**config.mk**
```make
export PLATFORM = sky130hd
export DESIGN_NAME = dmem_arbiter
export DESIGN_NICKNAME = d
export VERILOG_FILES = /design/src/rtl/dmem_arbiter.sv
export SDC_FILE = /design/constraint.sdc
export NUM_CORES = 1
export LEC_CHECK = 0
export ABC_CLOCK_PERIOD_IN_PS = 6000
export CAP_MARGIN = 20
export CORE_AREA = 4 4 129 131
export DETAILED_ROUTE_END_ITERATION = 16
export DIE_AREA = 0 0 133 135
export PLACE_DENSITY = 0.65
export SKIP_CTS_REPAIR_TIMING = 1
export SLEW_MARGIN = 20
export SYNTH_ARGS = -nofsm -noshare
export SYNTH_HDL_FRONTEND = slang
export SYNTH_SLANG_ARGS = --single-unit
```
**constraint.sdc**
```tcl
create_clock -name clk -period 6 [get_ports clk]
set_input_delay 0.6 -clock clk [delete_from_list [all_inputs] [get_ports clk]]
set_output_delay 0.6 -clock clk [all_outputs]
set_load 0.01 [all_outputs]
```
**src/rtl/dmem_arbiter.sv**
```systemverilog
// Two-port data-memory arbiter: round-robin grant, alignment/range checking,
// single-cycle word stores, byte/half loads and read-modify-write sub-word stores.
module dmem_arbiter (
  input  logic        clk,
  input  logic        rst,
  input  logic        p0_req,
  input  logic        p0_we,
  input  logic [1:0]  p0_size,
  input  logic [31:0] p0_addr,
  input  logic [31:0] p0_wdata,
  output logic        p0_gnt,
  output logic        p0_rvalid,
  output logic [31:0] p0_rdata,
  output logic        p0_err,
  input  logic        p1_req,
  input  logic        p1_we,
  input  logic [1:0]  p1_size,
  input  logic [31:0] p1_addr,
  input  logic [31:0] p1_wdata,
  output logic        p1_gnt,
  output logic        p1_rvalid,
  output logic [31:0] p1_rdata,
  output logic        p1_err,
  output logic        mem_ren,
  output logic        mem_wen,
  output logic [31:0] mem_rd_addr,
  output logic [31:0] mem_wr_addr,
  output logic [31:0] mem_wr_data,
  input  logic [31:0] mem_rd_data
);

  typedef enum logic [1:0] {IDLE, LOAD, RMW_RD, RMW_WR} state_t;

  state_t      state, state_nxt;
  logic        last_gnt, last_nxt;
  logic        lat_port, lat_port_nxt;
  logic [1:0]  lat_size, lat_size_nxt;
  logic [6:0]  lat_addr, lat_addr_nxt;
  logic [15:0] lat_wdata, lat_wdata_nxt;

  logic        sel;
  logic        s_we;
  logic [1:0]  s_size;
  logic [31:0] s_addr;
  logic [31:0] s_wdata;
  logic        bad;
  logic        gnt_any, err_any, rvalid_any;
  logic [31:0] rdata_int;
  logic [31:0] shifted;
  logic [31:0] merged;

  always_ff @(posedge clk) begin
    if (!rst) begin
      state     <= IDLE;
      last_gnt  <= 1'b1;
      lat_port  <= 1'b0;
      lat_size  <= '0;
      lat_addr  <= '0;
      lat_wdata <= '0;
    end else begin
      state     <= state_nxt;
      last_gnt  <= last_nxt;
      lat_port  <= lat_port_nxt;
      lat_size  <= lat_size_nxt;
      lat_addr  <= lat_addr_nxt;
      lat_wdata <= lat_wdata_nxt;
    end
  end

  always_comb begin
    state_nxt     = state;
    last_nxt      = last_gnt;
    lat_port_nxt  = lat_port;
    lat_size_nxt  = lat_size;
    lat_addr_nxt  = lat_addr;
    lat_wdata_nxt = lat_wdata;
    gnt_any       = 1'b0;
    err_any       = 1'b0;
    rvalid_any    = 1'b0;
    rdata_int     = '0;
    mem_ren       = 1'b0;
    mem_wen       = 1'b0;
    mem_rd_addr   = '0;
    mem_wr_addr   = '0;
    mem_wr_data   = '0;

    // On a tie the port that did not win last time gets the grant.
    sel     = (p0_req && p1_req) ? ~last_gnt : p1_req;
    s_we    = sel ? p1_we    : p0_we;
    s_size  = sel ? p1_size  : p0_size;
    s_addr  = sel ? p1_addr  : p0_addr;
    s_wdata = sel ? p1_wdata : p0_wdata;

    bad = (s_size == 2'b11) ||
          (s_size == 2'b01 && s_addr[0]) ||
          (s_size == 2'b10 && s_addr[1:0] != 2'b00) ||
          (s_addr[31:7] != '0);

    shifted = mem_rd_data >> {lat_addr[1:0], 3'b000};

    merged = mem_rd_data;
    if (lat_size == 2'b00) begin
      merged[{lat_addr[1:0], 3'b000} +: 8] = lat_wdata[7:0];
    end else if (lat_addr[1]) begin
      merged[31:16] = lat_wdata;
    end else begin
      merged[15:0] = lat_wdata;
    end

    case (state)
      IDLE: begin
        if (p0_req || p1_req) begin
          gnt_any  = 1'b1;
          last_nxt = sel;
          if (bad) begin
            err_any = 1'b1;
          end else if (s_we && s_size == 2'b10) begin
            mem_wen     = 1'b1;
            mem_wr_addr = {27'b0, s_addr[6:2]};
            mem_wr_data = s_wdata;
          end else begin
            // Loads and sub-word stores both start by reading the target word.
            mem_ren       = 1'b1;
            mem_rd_addr   = {27'b0, s_addr[6:2]};
            lat_port_nxt  = sel;
            lat_size_nxt  = s_size;
            lat_addr_nxt  = s_addr[6:0];
            lat_wdata_nxt = s_wdata[15:0];
            state_nxt     = s_we ? RMW_RD : LOAD;
          end
        end
      end
      LOAD: begin
        rvalid_any = 1'b1;
        case (lat_size)
          2'b00:   rdata_int = {24'b0, shifted[7:0]};
          2'b01:   rdata_int = {16'b0, shifted[15:0]};
          default: rdata_int = shifted;
        endcase
        state_nxt = IDLE;
      end
      RMW_RD: begin
        mem_wen     = 1'b1;
        mem_wr_addr = {27'b0, lat_addr[6:2]};
        mem_wr_data = merged;
        state_nxt   = RMW_WR;
      end
      RMW_WR: begin
        state_nxt = IDLE;
      end
      default: begin
        state_nxt = IDLE;
      end
    endcase

    // Reset is synchronous, so outputs are gated for the whole reset cycle;
    // this also suppresses the RMW write when reset lands in RMW_RD.
    if (!rst) begin
      gnt_any     = 1'b0;
      err_any     = 1'b0;
      rvalid_any  = 1'b0;
      rdata_int   = '0;
      mem_ren     = 1'b0;
      mem_wen     = 1'b0;
      mem_rd_addr = '0;
      mem_wr_addr = '0;
      mem_wr_data = '0;
    end

    p0_gnt    = gnt_any & ~sel;
    p1_gnt    = gnt_any & sel;
    p0_err    = err_any & ~sel;
    p1_err    = err_any & sel;
    p0_rvalid = rvalid_any & ~lat_port;
    p1_rvalid = rvalid_any & lat_port;
    p0_rdata  = (rvalid_any && !lat_port) ? rdata_int : '0;
    p1_rdata  = (rvalid_any && lat_port) ? rdata_int : '0;
  end

endmodule

```
==> out/qor.yml, run 1 <==
setup_violations: 0
root_buffer: "clkbuf_16"
slowest_stage: "dfxtp_1"
wirelength_mm: 19.3
clk_latency_ps: 280
max-slew-margin-rel_pct: 30.3
num_vias: 4832
avgSynthCellArea_um2: 7.57
start_kind: "flip-flop"
drv_slew: 0
tightestPinTransition_ps: 1040
async_reset_ff_share_pct: 0
routabilityCongestion: 0.841
yosys_warnings: 0
synth_ff_type: "dfxtp_1"
p_leak_nw: 2.65
hp-start: "lat_addr[2]"
syn_to_final_growth_pct: 78.3
clock_path_buffers: 2
fp.dieW_um: 133
final.min_clock_period_ps: 4740
post_synth_instance_area_mm2: 0.00375
netlist_top_cells_area: "dfxtp_1 (15%), mux2i_1 (15%), buf_4 (11%)"
fin_nets: 929
rsz0062_at_grt: "false"
slowest_delay_ps: 1010
pwr-share-comb_pct: 33.1
clkSinkCount: 29
grt_usage_pct: 19.7
ys_seq_area_share_pct: 15.5
grt_antenna_before_repair: 0
post-route-worst-setup-slack_ps: 1260
floorplan.die_area_mm2: 0.0180
power_uw: 733
timing.rr.start: "last_gnt"
antenna_cells: 0
wl_per_cell_um: 19.9
min_path_type: "flip-flop to flip-flop"
grt_max_degree: 46
fin_skew_ps: 4.01
ir_drop_mv: 0.0903
end_kind: "output pin"
crit_start: "lat_addr[0]"
dr.first_iter.drc_count: 462
grt_pass1_wl_mm: 27.7
ys_ff_latch: 29
path_cells: "inv_1, ha_1, nor3_1, and4_1, a222oi_1, o22ai_1, clkdlybuf4s50_1"
setup_tns_ps: 0
drc_errors: 0
post-route-period-util_pct: 79.0
syn_inst: 496
arrival_ps: 4140
dp_hpwl_mm: 15.9
p_sw_share_pct: 26.9
synth_edf_count: 0
ant_nets: 0
cp.buffers_inverters: 2
p_clk_share_pct: 40.4
critPathMaxFanout: 24
firstDrtPassIters: 7
grt_overflow: 0
portBuffers: 283
p_int_uw: 536
worstSetupPathType: "flip-flop to output pin"
drive_gt1_share_pct: 4.24
hold_viol_final: 0
io-pin-count: 338
htreeDepth: 2
power_density_mw_per_mm2: 110
cts_tree: "yes"
start_util_pct: 24.1
rows: 46
status: "finished, final reports clean"
die_h_um: 135
max_cap_viol_count: 0
fmax_mhz: 211
switchingPower_uw: 197
grt_pass1_vias: 4611
synth_top_area_share_pct: 15.5
power_frac_seq_pct: 26.4
cp.required_ps: 5400
cts_buffers: 5
yosysTopAreaCell: "dfxtp_1"
crit_family: "buffers and inverters"
core_mm2: 0.0156
post-place-ws_ps: 1580
synth.distinct_cells: 51
clk_pin_slew_ps: 50
vias_per_cell: 4.98
## registers in the layout (all words and copies together) (netlist names)
name / cells
lat_wdata: 16
lat_addr: 7
lat_size: 2
state: 2
last_gnt: 1
lat_port: 1
## cell families after synthesis
kind of cell	count (synthesis)	synth area share (%)
adders and majority gates	5	1.67
AOI/OAI and AO/OA	134	27.2
muxes	64	17.3
other	1	0.0999
and+or+nand+nor	167	22.3
buffers and inverters	96	15.9
DFF	29	15.5
## area by class of cell
type                    count  area (um^2)
clock buffers               6          139
clock inverters             2         37.5
fillers                  1611         8900
inverters                   6         22.5
multi-input cells         424         2780
flip-flops and latches     29          582
well taps                 216          270
repair buffers            288         2870
## layer usage
metal	GRT usage [%]	vias up	wire, um
met4	4.16	0	295
met1	25.3	2237	7910
met2	33.3	267	9350
met5	0	-	0
met3	5.14	21	1740
li1	-	2307	-
## Yosys cell counts, types with 15 or more instances
library cell and number:
a21oi_1 21, dfxtp_1 29, o22ai_1 30, a222oi_1 16
and2_1 18, o2bb2ai_1 15, nor2_1 71, mux2i_1 56
a22oi_1 16, buf_4 55, nand2_1 15, clkbuf_1 21
## power by group through the flow
stage	registers (mW)	clock network [mW]	logic, mW
after floorplan	0.198	0	0.116
after global placement	0.198	0	0.242
after detailed placement	0.198	0	0.242
after CTS	0.194	0.300	0.244
after global routing	0.194	0.314	0.259
final	0.194	0.297	0.243
## stage by stage
step / utilization [%] / instances / hold slack, ps / instance area, um^2
6_report: 42.9 / 971 / 461 / 6700
5_1_grt: 42.9 / 971 / 490 / 6700
4_1_cts: 42.9 / 971 / 464 / 6700
3_5_place_dp: 41.8 / 963 / 446 / 6520
3_3_place_gp: 41.8 / 963 / 445 / 6520
2_1_floorplan: - / 549 / 432 / 3950
## path summary, 6_finish.rpt
path | depth (start not counted) | slack, ps | endpoint
hold reg to reg | 1 | 460 | lat_addr[2]
setup / recovery | 7 | 1260 | mem_wr_data[8]
setup reg to reg | 7 | 3330 | lat_size[0]
hold / removal | 1 | 460 | lat_addr[2]
## layout by cell type, fill, tap and decap left out, types with 2 or more instances in the layout
cell             count
a41o_1               2
nor3b_1             10
a21oi_1             21
nand4_1             13
o22ai_1             30
conb_1              54
and3_1               2
dfxtp_1             28
nand3_1              2
o21ai_1              6
o22ai_2              4
inv_1                5
and2_1              18
nor2b_1              2
o211a_1             10
ha_1                 5
nor3_1              13
clkbuf_16            5
buf_4                5
or4_1                2
nand3b_1             2
or2_2                2
nor2_1              71
mux2_2               8
clkdlybuf4s50_1    283
a22oi_1             16
nor4_1              10
a222oi_1            16
a31o_2               2
o21a_1               2
mux2i_1             56
nand2_1             15
o2bb2ai_1           15
## worst reg2reg max path, cell delays in order, from the launching register on
cell	delay, ps
dfxtp_1	340
a21boi_0	160
buf_4	200
nand4_1	120
o22ai_1	780
a31oi_1	450
buf_4	330
a22o_1	180
No activity file was read; power rests on OpenSTA's default activity.
==> inputs of run 2 (changes only) <==
- ABC_CLOCK_PERIOD_IN_PS: 6000 -> 4200
- CORE_AREA: 4 4 129 131 -> 4 4 130 132
- DIE_AREA: 0 0 133 135 -> 0 0 134 136
- PLACE_DENSITY: 0.65 -> 0.67
- clock period: 6 -> 4.2 ns (I/O delays scaled with it)
==> run 2 against run 1 <==
  * Non-clock buffer count increased by 8
  * Clock-buffer cell count is 1 higher
  * Clock power up 40%
  * Combinational power up 42%
  * Cell area rose by 0.92%
  * Largest power group unchanged
  * Cell count rose by 0.82%
  * Power is 41% higher
  * Global-route usage fell by 0.67 points
  * Routed wire length decreased by 1.9%
  * Highest routed layer unchanged
  * Flip-flop and latch count is the same
  * Setup slack got worse by 820 ps
  * Sequential share of layout area decreased by 0.097 points
==> out/qor.yml, run 2 (synthesized netlist as in run 1, its figures left out) <==
tightestPinTransition_ps: 924  # was 1040 ps
firstDrtPassIters: 8  # was 7
critPathMaxFanout: 24  # unchanged
crit_start: "p1_req"  # was lat_addr[0]
drv_slew: 0  # unchanged
clock_path_buffers: 2  # unchanged
min_path_type: "flip-flop to flip-flop"  # unchanged
layout_commonest_cell: "clkdlybuf4s50_1"  # unchanged
setup_violations: 0  # unchanged
timing.rr.start: "last_gnt"  # unchanged
p_leak_nw: 2.69  # was 2.65 nW
rows: 46  # unchanged
post-place-ws_ps: 435  # was 1580 ps
arrival_ps: 3330  # was 4140 ps
hold_viol_final: 0  # unchanged
mostFrequentLayoutCells: "clkdlybuf4s50_1 (283), nor2_1 (71), mux2i_1 (56), conb_1 (54), o22ai_1 (30)"  # unchanged
max_cap_viol_count: 0  # unchanged
place_inst: 971  # was 963
fin_skew_ps: 2.32  # was 4.01 ps
power_mw: 1.04  # was 733 uW
final_cells: 979  # was 971
max-slew-margin-rel_pct: 38.2  # was 30.3%
fp.dieW_um: 134  # was 133 um
drive_gt1_share_pct: 5.11  # was 4.24%
regMostFlops: "lat_wdata"  # unchanged
worstSetupPathType: "input port to output pin"  # was flip-flop to output pin
cts_tree: "yes"  # unchanged
final.min_clock_period_ps: 3750
slowest_delay_ps: 590  # was 1010 ps
rsz0062_at_grt: "false"  # unchanged
antenna_cells: 0  # unchanged
cp.required_ps: 3780  # was 5400 ps
cts_buffers: 5  # unchanged
largest_reg_flops: 16  # unchanged
clk_latency_ps: 270  # was 280 ps
dr.first_iter.drc_count: 542  # was 462
start_kind: "input port"  # was flip-flop
setup_tns_ps: 0  # unchanged
ant_nets: 0  # unchanged
place_area_mm2: 0.00659  # was 0.00652 mm^2
io-pin-count: 338  # unchanged
vias_per_cell: 4.93  # was 4.98
power_density_mw_per_mm2: 153  # was 110 mW/mm^2
wirelength_mm: 18.9  # was 19.3 mm
grt_pass1_wl_mm: 27.0  # was 27.7 mm
post-route-worst-setup-slack_ps: 447  # was 1260 ps
clk_pin_slew_ps: 50  # about the same
core_mm2: 0.0157  # was 0.0156 mm^2
path_cells: "clkdlybuf4s50_1, a21boi_0, buf_4, nand4_1, o22a_1, or4b_1, buf_4, o22ai_1, clkdlybuf4s50_1"  # was inv_1, ha_1, nor3_1, and4_1, a222oi_1, o22ai_1, clkdlybuf4s50_1
die_h_um: 136  # was 135 um
fin_nets: 937  # was 929
design_area_mm2: 0.00676  # was 0.00670 mm^2
slowest_stage: "clkdlybuf4s50_1"  # was dfxtp_1
top_regs: "lat_wdata x16, lat_addr x7"  # unchanged
grt_usage_pct: 19.0  # was 19.7%
clkSinkCount: 29  # unchanged
floorplan.die_area_mm2: 0.0182  # was 0.0180 mm^2
routabilityCongestion: 0.816  # was 0.841
grt_pass1_vias: 4589  # was 4611
crit_family: "buffers and inverters"  # unchanged
portBuffers: 283  # unchanged
rrSetupSlack_ps: 1850  # was 3330 ps
ir_drop_mv: 0.127  # was 0.0903 mV
post-route-period-util_pct: 89.4
endpoint: "mem_wr_data[23]"  # was mem_wr_data[8]
dp_hpwl_mm: 15.7  # was 15.9 mm
wl_per_cell_um: 19.3  # was 19.9 um
reg2regPathDepth: 8  # was 7
drc_errors: 0  # unchanged
fmax_mhz: 266
grt_antenna_before_repair: 0  # unchanged
root_buffer: "clkbuf_16"  # unchanged
r2r-end: "lat_size[0]"  # unchanged
end_kind: "output pin"  # unchanged
htreeDepth: 2  # unchanged
cp.buffers_inverters: 4  # was 2
postLayoutCoreUtil_pct: 43.0  # was 42.9%
grt_overflow: 0  # unchanged
num_vias: 4827  # was 4832
worst-path-stages: 9  # was 7
grt_max_degree: 46  # unchanged
start_util_pct: 23.9  # was 24.1%
holdPathStages: 1  # unchanged
status: "finished, final reports clean"  # unchanged
whs_ps: 459  # was 461 ps
syn_to_final_growth_pct: 80.0  # was 78.3%
-- run 2: changes by cell type in the layout (fill, tap and decap cells not counted) --
cell / change
buf_4: +8
a31oi_1: -1
a31oi_2: +1
clkbuf_1: +1
clkinvlp_4: -1
dfxtp_1: +1
dfxtp_2: -1
-- run 2: area by class of cell --
cell class | instances | area [um^2]
clock buffer | 7 | 143
tap | 216 | 270
multi-input combinational | 424 | 2780
clock inverter | 1 | 30.0
fill | 1602 | 8950
timing repair buffer | 296 | 2930
sequential | 29 | 581
inverter | 6 | 22.5
-- run 2: routing by layer --
metal | track usage [%] | vias up | routed length (um)
li1 | - | 2317 | -
met1 | 23.8 | 2243 | 7720
met2 | 32.7 | 251 | 9260
met3 | 5.63 | 16 | 1780
met4 | 3.54 | 0 | 165
met5 | 0 | - | 0
-- run 2: power by group --
group | internal [mW] | switching (mW) | total [mW]
Clock | 0.296 | 0.119 | 0.415
Combinational | 0.196 | 0.149 | 0.345
Sequential | 0.276 | 0.000942 | 0.277
-- run 2: worst min-delay path by stage --
stage | start | endpoint | slack, ps
CTS | lat_addr[2] | lat_addr[2] | 460
global route | lat_addr[6] | lat_addr[6] | 500
floorplan | lat_addr[2] | lat_addr[2] | 430
detailed placement | lat_addr[4] | lat_addr[4] | 450
finish | lat_addr[5] | lat_addr[5] | 460
global placement | lat_addr[3] | lat_addr[3] | 440
